[config.mk]
export PLATFORM = sky130hd
export DESIGN_NAME = pc_sequencer
export DESIGN_NICKNAME = d
export VERILOG_FILES = /design/src/rtl/pc_sequencer.sv
export SDC_FILE = /design/constraint.sdc
export NUM_CORES = 1
export LEC_CHECK = 0
export CAP_MARGIN = 10
export CORE_UTILIZATION = 49
export DETAILED_ROUTE_END_ITERATION = 8
export PLACE_DENSITY = 0.8
export SLEW_MARGIN = 25
export SYNTH_ARGS = -nofsm -noshare
export SYNTH_HDL_FRONTEND = slang
export SYNTH_SLANG_ARGS = --single-unit
[constraint.sdc]
create_clock -name clk -period 2.95 [get_ports clk]
set_clock_uncertainty 0.05 [all_clocks]
set_input_delay 0.4425 -clock clk [delete_from_list [all_inputs] [get_ports clk]]
set_output_delay 0.4425 -clock clk [all_outputs]
set_load 0.02 [all_outputs]
[src/rtl/pc_sequencer.sv]
// ---------------------------------------------------------------------------
// pc_sequencer
//
// Owns the architectural program counter and the run/halt/fault sequencing
// around each PC commit. It also keeps saturating performance counters for
// the debug display.
//
// Each enabled cycle the current pc and pc_4 go to fetch and to the next-PC
// logic. The returned pc_new is committed on the next rising edge, unless a
// halt, a stall or a fault blocks the commit.
//
// Optional build macro:
//   PC_ALIGN_CHECK_EN - when defined, a commit of a misaligned pc_new
//                       (pc_new[1:0] != 0) is refused and the sequencer
//                       enters the terminal FAULT state. When undefined,
//                       pc_new is force-aligned and fault is tied to 0.
//
// Parameters:
//   RESET_PC   PC value loaded on reset
//   CNT_W      width of each performance counter
//
// Ports:
//   clk         core clock, all state updates on the rising edge
//   rst_n       synchronous active-low reset
//   en          step enable; nothing changes while low
//   stall       hazard hold; pc and the branch/jump counters freeze
//   halt        halt request (qualified by en)
//   resume      leave HALT (qualified by en)
//   pc_new      next-PC value from the next-PC logic
//   branched    current conditional branch taken
//   is_jump     current instruction is an unconditional jump
//   pc          current PC
//   pc_4        pc + 4, combinational, wraps modulo 2^32
//   halted      1 while in HALT or FAULT
//   fault       1 while in FAULT
//   cnt_cycle   enabled cycles spent in RUN
//   cnt_branch  committed taken branches
//   cnt_jump    committed jumps
// ---------------------------------------------------------------------------
module pc_sequencer #(
  parameter logic [31:0] RESET_PC = 32'h0000_0000,
  parameter int          CNT_W    = 32
) (
  input  logic             clk,
  input  logic             rst_n,
  input  logic             en,
  input  logic             stall,
  input  logic             halt,
  input  logic             resume,
  input  logic [31:0]      pc_new,
  input  logic             branched,
  input  logic             is_jump,
  output logic [31:0]      pc,
  output logic [31:0]      pc_4,
  output logic             halted,
  output logic             fault,
  output logic [CNT_W-1:0] cnt_cycle,
  output logic [CNT_W-1:0] cnt_branch,
  output logic [CNT_W-1:0] cnt_jump
);

  typedef enum logic [1:0] {
    RUN   = 2'd0,
    HALT  = 2'd1,
    FAULT = 2'd2
  } state_t;

  state_t state;
  logic   fault_q;

  // Counters stick at all-ones instead of wrapping, so that a saturated
  // value on the debug display reads as "at least this many".
  function automatic logic [CNT_W-1:0] sat_inc(input logic [CNT_W-1:0] v,
                                                input logic inc);
    if (inc && (v != {CNT_W{1'b1}}))
      return v + {{(CNT_W-1){1'b0}}, 1'b1};
    else
      return v;
  endfunction

  // The fall-through address is also the resume target after a halt, so it
  // is shared by the output and the HALT -> RUN transition.
  assign pc_4 = pc + 32'd4;

  // One sequential block holds the whole sequencer. halted and fault are
  // registered decodes of the next state, so they change together with the
  // state itself. In RUN, halt outranks stall, and stall outranks the commit.
  // cnt_cycle counts every enabled RUN cycle, whichever of these wins.
  always_ff @(posedge clk) begin
    if (!rst_n) begin
      pc         <= RESET_PC;
      state      <= RUN;
      halted     <= 1'b0;
      fault_q    <= 1'b0;
      cnt_cycle  <= '0;
      cnt_branch <= '0;
      cnt_jump   <= '0;
    end else if (en) begin
      case (state)
        RUN: begin
          cnt_cycle <= sat_inc(cnt_cycle, 1'b1);
          if (halt) begin
            // pc stays on the halting instruction; resume skips past it.
            state  <= HALT;
            halted <= 1'b1;
          end else if (!stall) begin
`ifdef PC_ALIGN_CHECK_EN
            if (pc_new[1:0] != 2'b00) begin
              // Keep the last good pc for post-mortem debugging.
              state   <= FAULT;
              halted  <= 1'b1;
              fault_q <= 1'b1;
            end else begin
              pc         <= pc_new;
              cnt_branch <= sat_inc(cnt_branch, branched);
              cnt_jump   <= sat_inc(cnt_jump, is_jump);
            end
`else
            // The low bits are dropped, so a misaligned target still
            // lands on a word boundary.
            pc         <= pc_new & 32'hFFFF_FFFC;
            cnt_branch <= sat_inc(cnt_branch, branched);
            cnt_jump   <= sat_inc(cnt_jump, is_jump);
`endif
          end
        end
        HALT: begin
          if (resume) begin
            pc     <= pc_4;
            state  <= RUN;
            halted <= 1'b0;
          end
        end
        FAULT: begin
          // Terminal state; only reset leaves it.
          state <= FAULT;
        end
        default: begin
          state  <= FAULT;
          halted <= 1'b1;
        end
      endcase
    end
  end

`ifdef PC_ALIGN_CHECK_EN
  assign fault = fault_q;
`else
  // FAULT cannot be reached in this build, so fault is a constant.
  assign fault = 1'b0;
`endif

endmodule

Yosys cells after proc, flatten, opt, wreduce, memory -nomap -nowiden:

Cells that the tools add are included.

* input bits: 40
* memories kept: 0
* memory bits (writable): 0
* bits in latches: 0
* output and inout bits: 162
* bits in read-only memories: 0
* bits in registers: 131

* add/sub/neg operators: 4
* bitwise gates (word level): 3
* $lt $le $gt $ge: 0
* shift operators: 0
* multiply operators: 0
* multiplexer cells: 10
* equal/unequal tests: 9
* reductions and logical operators: 10
* div/mod/pow operators: 0

Operator list (count)
* $add 32x1->32 const B: 3
* $mux 32: 3
* $ne 32x32->1 const B: 3
* $pmux 32 s2: 1
* $add 32x3->32 const B: 1
* $reduce_and 5->1: 3
* $ne 2x2->1 const B: 4
* $reduce_and 3->1: 2
* $mux 2: 2
* $pmux 2 s2: 1
* $reduce_and 4->1: 1
* $not 1->1: 3
* $pmux 1 s3: 1
* $eq 2x1->1 const B: 1
* $eq 2x2->1 const B: 1
* $logic_and 1x1->1: 2
* $logic_not 2->1: 1
* $mux 1: 2
* $reduce_bool 2->1: 1

Depth between registers and ports, before layout:

Gate-level depths: netlist of run 1.

* word-level depth: 3
* gate-level depth with buffers: 8
* depth with buffers taken out: 6

Worst setup path before layout of run 1:

Ideal clock, no wire load.

* kind: reg2out
* from: register pc[10]
* to: output pc_4[31]
* path slack: 0.429 ns
* path buffers: 1
* data arrival time: 2.028 ns
* data required time: 2.457 ns
* stages on the path, launching flop included: 7
* cells stage by stage: dfxtp_1 -> buf_2 -> nand4_1 -> nor3_2 -> nand3_1 -> nor2_1 -> xor2_1

* cells in the longest elaborated chain, start to end: 1

Ends and longest elaborated chain
* start: declaration: line 53 `output logic [31:0] pc,`
* start signal: assignment: line 121 `pc <= pc_new & 32'hFFFF_FFFC;`
* start signal: assignment: line 129 `pc <= pc_4;`
* $add 32x3->32: line 83 `assign pc_4 = pc + 32'd4;`
* end: declaration: line 54 `output logic [31:0] pc_4,`

Every way passes these cells.

Worst setup path in the final report of run 1:

* from: register pc[15]
* to: output pc_4[25]

The elaborated chain is that of the path after synthesis.

==> results_dict.tcl, run 1 <==
set metrics [dict create \
    critPathMaxFanout 9 \
    gp_congestion 0.915 \
    dieArea_um2 15300 \
    die_h_um 124 \
    seq_power_share 0.397 \
    tns_ns 0 \
    ys_async_sr_fraction 0 \
    cp-start-kind "flop" \
    synth_area_um2 7270 \
    yosys_warnings 0 \
    io_buffer_count 194 \
    finalHoldViolCount 0 \
    ys_seq_elements 129 \
    synth.avg_cell_area_um2 7.90 \
    viasPerCell 6.07 \
    tightest_slew_ns 0.788 \
    placed_area_um2 9570 \
    min_period_over_period 0.949 \
    clockPowerShare 0.503 \
    grt_overflow_total 0 \
    rr_worst_depth 5 \
    synth_edf_count 0 \
    cts_sinks 129 \
    cts_buffers 17 \
    pwr-share-comb 0.100 \
    p_leak_nw 3.60 \
    p_sw_mw 1.07 \
    drt-total-wl_um 22000 \
    hpwl_um 15500 \
    post-place-cells 1287 \
    synth_cell_types 74 \
    cp.required_ns 2.46 \
    rsz0062_at_grt "no" \
    grtUsageTotal 0.280 \
    ant_nets 0 \
    min-delay-start "cnt_branch[13]$_SDFFE_PN0P_" \
    grt_pass1_wl_um 33700 \
    cts_root_buffer "clkbuf_16" \
    crit_path_end_kind "output pin" \
    cap_violations 0 \
    synth_cells 920 \
    nets 1167 \
    timing.rr.end "cnt_cycle[29]$_SDFFE_PN0P_" \
    grt_max_degree 56 \
    ctsHtreeMaxLevel 4 \
    fmax_mhz 357 \
    p_int_mw 3.48 \
    antenna_found_initial 0 \
    io_pins 202 \
    relSlewSlack 0.470 \
    regToRegStartpoint "cnt_cycle[4]$_SDFFE_PN0P_" \
    first_pass_iters 6 \
    place_ws_ns 0.0374 \
    fin_cells 1320 \
    initial_core_util 0.502 \
    arrival_ns 2.31 \
    status "completed" \
    n_antenna_cell 0 \
    cts_tree "yes" \
    drive_gt1_frac 0.105 \
    die-width_um 124 \
    powerDensity_nw_per_um2 445 \
    areaGrowthSynthToFinish_pct 40.7 \
    final_cell_mix "clkdlybuf4s50_1, dfxtp_1, nand2_1" \
    drv_slew 0 \
    worst-r2r-setup-slack_ns 0.50 \
    fin_crit_ns 2.80 \
    ys.flop_type "dfxtp_1" \
    critical_path_class "flop to output pin" \
    core_area_um2 14500 \
    first_global_vias 6814 \
    avgRoutedWirePerCell_um 16.7 \
    layout_commonest_cell "clkdlybuf4s50_1" \
    worstHoldPathCells 2 \
    vdd_ir_drop_max_v 0.000432 \
    clkLatencyLatePin_ns 0.41 \
    setup_viol 0 \
    first_iter_violations 757 \
    rows 44 \
    switching_share 0.234 \
    cts_buffer_depth 2 \
    hp-class "flop to flop" \
    min_to "cnt_branch[13]$_SDFFE_PN0P_" \
    yosysSeqAreaShare 0.355 \
    via_count 8018 \
    final_area_um2 10200 \
    fin_ws_ns 0.151 \
    drc 0 \
    clkTransAtPathRegs_ns 0.06 \
]
## cell families (layout without fill, tap and decap cells)
kind of cell	Yosys count	count (layout)	synth area share
AO/OA/AOI/OAI	221	221	0.196
XOR/XNOR	50	50	0.0603
adder cells (fa/ha/maj)	4	4	0.00689
buffers and inverters	80	292	0.0468
flip-flops	129	129	0.355
multiplexers	13	13	0.0179
other	1	5	0.000516
AND/OR/NAND/NOR	422	422	0.316
## cell type report
class	instances	area, um2
multi-input cells	715	4420
fillers	1180	4260
flip-flops and latches	129	2580
repair buffers	242	2290
clock buffers	20	447
well taps	184	230
clock inverters	12	188
inverters	18	67.6
## sequential cells by signal, indices dropped and copies added (netlist names)
signal      count
cnt_branch     32
cnt_cycle      32
cnt_jump       32
pc             30
state           2
halted          1
## how the worst max path moves through the flow
stage	from	endpoint	slack (ns)
5_1_grt	pc[13]$_SDFFE_PN0P_	pc_4[23]	0.005
3_5_place_dp	en	cnt_jump[13]$_SDFFE_PN0P_	0.04
6_report	pc[15]$_SDFFE_PN0P_	pc_4[25]	0.15
4_1_cts	pc[13]$_SDFFE_PN0P_	pc_4[19]	0.03
2_1_floorplan	pc[10]$_SDFFE_PN0P_	pc_4[31]	0.43
3_3_place_gp	en	cnt_cycle[30]$_SDFFE_PN0P_	0.13
## cells in the mapped netlist (all sizes together) (10+ instances only)
cell type | number | area share
nand2b | 10 | 0.0086
and3 | 17 | 0.015
dfxtp | 129 | 0.36
a31oi | 10 | 0.0086
mux2i | 13 | 0.018
clkbuf | 46 | 0.024
o31ai | 36 | 0.038
o21ai | 39 | 0.027
or4 | 41 | 0.043
nor2 | 61 | 0.032
o211ai | 10 | 0.010
nand3 | 56 | 0.040
nor4 | 17 | 0.015
a21oi | 72 | 0.050
and2 | 10 | 0.0086
nand4 | 45 | 0.039
inv | 18 | 0.0093
nor3 | 15 | 0.011
xnor2 | 30 | 0.036
nand2 | 97 | 0.050
buf | 15 | 0.012
xor2 | 20 | 0.024
or3 | 27 | 0.023
## power by group through the flow
stage               clock (mW)  sequential [mW]  combinational (mW)
global placement             0             1.84               0.453
CTS                       2.31             1.81               0.454
floorplan                    0             1.87               0.216
global route              2.39             1.81               0.488
finish                    2.29             1.81               0.453
detailed placement           0             1.84               0.459
## critical path, stage by stage (launching register included)
cell           delay [ns]
dfxtp_1              0.46
nand3_1              0.25
nor3_2               0.30
buf_4                0.22
nand3_1              0.14
xnor2_1              0.16
dlygate4sd2_1        0.36
## per-layer routing
| metal | global-route usage | wire length [um] | share of wire |
|---|---|---|---|
| met4 | 0.0956 | 524 | 0.024 |
| met3 | 0.0641 | 1480 | 0.067 |
| met2 | 0.447 | 10300 | 0.47 |
| met5 | 0 | 0 | 0 |
| met1 | 0.370 | 9740 | 0.44 |
## per-stage QoR
stage / hold WS (ns) / util / power [mW]
finish: 0.449 / 0.706 / 4.55
global placement: 0.430 / 0.661 / 2.30
global route: 0.473 / 0.706 / 4.68
floorplan: 0.502 / - / 2.09
CTS: 0.452 / 0.706 / 4.57
detailed placement: 0.442 / 0.661 / 2.30
## what timing repair did
item,in CTS,in global routing
setup buffers,1,0
gates resized for setup,21,27
setup endpoints to repair,18,17
hold buffers,0,0
pin swaps,1,2
(Power assumes the default switching activity.)
==> run 2: changes to the inputs <==
- CORE_MARGIN: default -> 1.5
==> run 2 against run 1 <==
Effect of this change:
- sequential share of layout area down 0.15 points
- first-iteration DRC count down 5.5%
- final cell count up 0.30%
- critical path type unchanged
- highest routed layer unchanged
- fmax down 2.1%
- via count up 0.79%
==> results_dict.tcl, run 2 (synthesis gave the netlist of run 1 again) <==
set metrics [dict create \
    status "completed" \
    grt_max_degree 42 \
    cts_tree "yes" \
    pwr-share-comb 0.096 \
    grt_pass1_wl_um 36200 \
    worst-r2r-setup-slack_ns 0.50 \
    grtUsageTotal 0.279 \
    p_sw_mw 1.07 \
    min_to "cnt_jump[16]$_SDFFE_PN0P_" \
    n_antenna_cell 0 \
    tightest_slew_ns 0.802 \
    viasPerCell 6.10 \
    arrival_ns 2.37 \
    io_buffer_count 194 \
    finalHoldViolCount 0 \
    path_cells "nand2_2 -> nor4_2 -> buf_4 -> nand2_1 -> xnor2_1 -> clkdlybuf4s50_1" \
    areaGrowthSynthToFinish_pct 41.7 \
    placed_area_um2 9570 \
    drive_gt1_frac 0.107 \
    via_count 8081 \
    io_pins 202 \
    min_period_over_period 0.969 \
    initial_core_util 0.500 \
    cp-start-kind "flop" \
    dieArea_um2 15600 \
    die-width_um 125 \
    worstHoldPathCells 2 \
    clockPowerShare 0.520 \
    vdd_ir_drop_max_v 0.000408 \
    hp-class "input pin to flop" \
    seq_power_share 0.384 \
    core_area_um2 14500 \
    antenna_found_initial 0 \
    critical_path_class "flop to output pin" \
    ctsHtreeMaxLevel 4 \
    rr_worst_depth 5 \
    fin_total_pwr_mw 4.71 \
    reg.largest.list "cnt_branch (32), cnt_cycle (32), cnt_jump (32)" \
    tns_ns 0 \
    nets 1171 \
    holdWs_ns 0.437 \
    clkTransAtPathRegs_ns 0.06 \
    fin_cells 1324 \
    avgRoutedWirePerCell_um 16.8 \
    die_h_um 125 \
    ant_nets 0 \
    drc 0 \
    first_pass_iters 5 \
    final_cell_mix "clkdlybuf4s50_1, dfxtp_1, nand2_1" \
    cp.required_ns 2.46 \
    fin_crit_ns 2.86 \
    min-delay-start "rst_n" \
    first_iter_violations 715 \
    first_global_vias 7249 \
    p_leak_nw 3.61 \
    cts_buffer_depth 2 \
    worst_path_max_delay_cell "clkdlybuf4s50_1" \
    hpwl_um 15500 \
    drv_slew 0 \
    gp_congestion 0.931 \
    crit_path_end_kind "output pin" \
    regToRegStartpoint "cnt_cycle[4]$_SDFFE_PN0P_" \
    post-place-cells 1289 \
    critPathTopFamily "buffers and inverters" \
    drt-total-wl_um 22200 \
    cts_sinks 129 \
    timing.rr.end "cnt_cycle[29]$_SDFFE_PN0P_" \
    powerDensity_nw_per_um2 458 \
    rows 44 \
    relSlewSlack 0.463 \
    layout_commonest_cell "clkdlybuf4s50_1" \
    grt_overflow_total 0 \
    p_int_mw 3.64 \
    cts_root_buffer "clkbuf_16" \
    critPathMaxFanout 6 \
    switching_share 0.227 \
    fmax_mhz 350 \
    path_buf_inv 2 \
    cts_buffers 17 \
    cap_violations 0 \
    final_area_um2 10300 \
    cpPeakStageDelay_ns 0.62 \
    setup_viol 0 \
    clkLatencyLatePin_ns 0.42 \
]
run 2: cell count changes in the layout (fill, tap and decap cells not counted), sizes merged:
cell           change
buf                +4
bufinv             +1
clkbuf             -2
clkdlybuf4s15      +1
clkdlybuf4s50      +1
clkinv             -3
dlygate4sd2        +6
dlymetal6s2s       -4
run 2: per-layer routing:
| metal | global-route usage | up-vias | part of all wire |
|---|---|---|---|
| met3 | 0.0593 | 35 | 0.070 |
| met2 | 0.444 | 323 | 0.48 |
| met4 | 0.0953 | 0 | 0.022 |
| met1 | 0.374 | 3853 | 0.43 |
| met5 | 0 | - | 0 |
| li1 | - | 3870 | - |
run 2: cell type report:
type	instances	area [um2]
multi-input combinational	715	4410
fill	1192	4240
sequential	129	2590
timing repair buffer	246	2310
clock buffer	22	484
tap	184	230
clock inverter	10	203
inverter	18	67.6
run 2: repair_timing:
item                                    in CTS  in global routing
pin swaps                                    2                  0
hold buffers                                 0                  0
endpoints found under the setup margin      19                 12
resized for setup                           23                 21
setup buffers                                3                  0
cloned                                       0                  0
run 2: power groups by stage:
| stage | combinational [mW] | clock [mW] | sequential, mW |
|---|---|---|---|
| 2_1_floorplan | 0.216 | 0 | 1.87 |
| 3_3_place_gp | 0.452 | 0 | 1.84 |
| 3_5_place_dp | 0.456 | 0 | 1.84 |
| 4_1_cts | 0.451 | 2.47 | 1.81 |
| 5_1_grt | 0.485 | 2.56 | 1.81 |
| 6_report | 0.452 | 2.45 | 1.81 |
run 2: how the worst max path moves through the flow:
| stage | start | endpoint | slack [ns] | cells after the start |
|---|---|---|---|---|
| 4_1_cts | pc[3]$_SDFFE_PN0P_ | pc_4[10] | 0.05 | 6 |
| 3_3_place_gp | en | cnt_branch[26]$_SDFFE_PN0P_ | 0.10 | 7 |
| 3_5_place_dp | en | cnt_branch[30]$_SDFFE_PN0P_ | 0.03 | 7 |
| 2_1_floorplan | pc[10]$_SDFFE_PN0P_ | pc_4[31] | 0.43 | 6 |
| 6_report | pc[7]$_SDFFE_PN0P_ | pc_4[11] | 0.09 | 6 |
| 5_1_grt | pc[7]$_SDFFE_PN0P_ | pc_4[11] | -0.03 | 6 |
run 2: through the flow:
step | util | setup WS [ns]
after global placement | 0.658 | 0.101
after detailed placement | 0.658 | 0.0272
after floorplan | - | 0.429
after global routing | 0.708 | -0.0312
after CTS | 0.707 | 0.0542
final | 0.708 | 0.0915
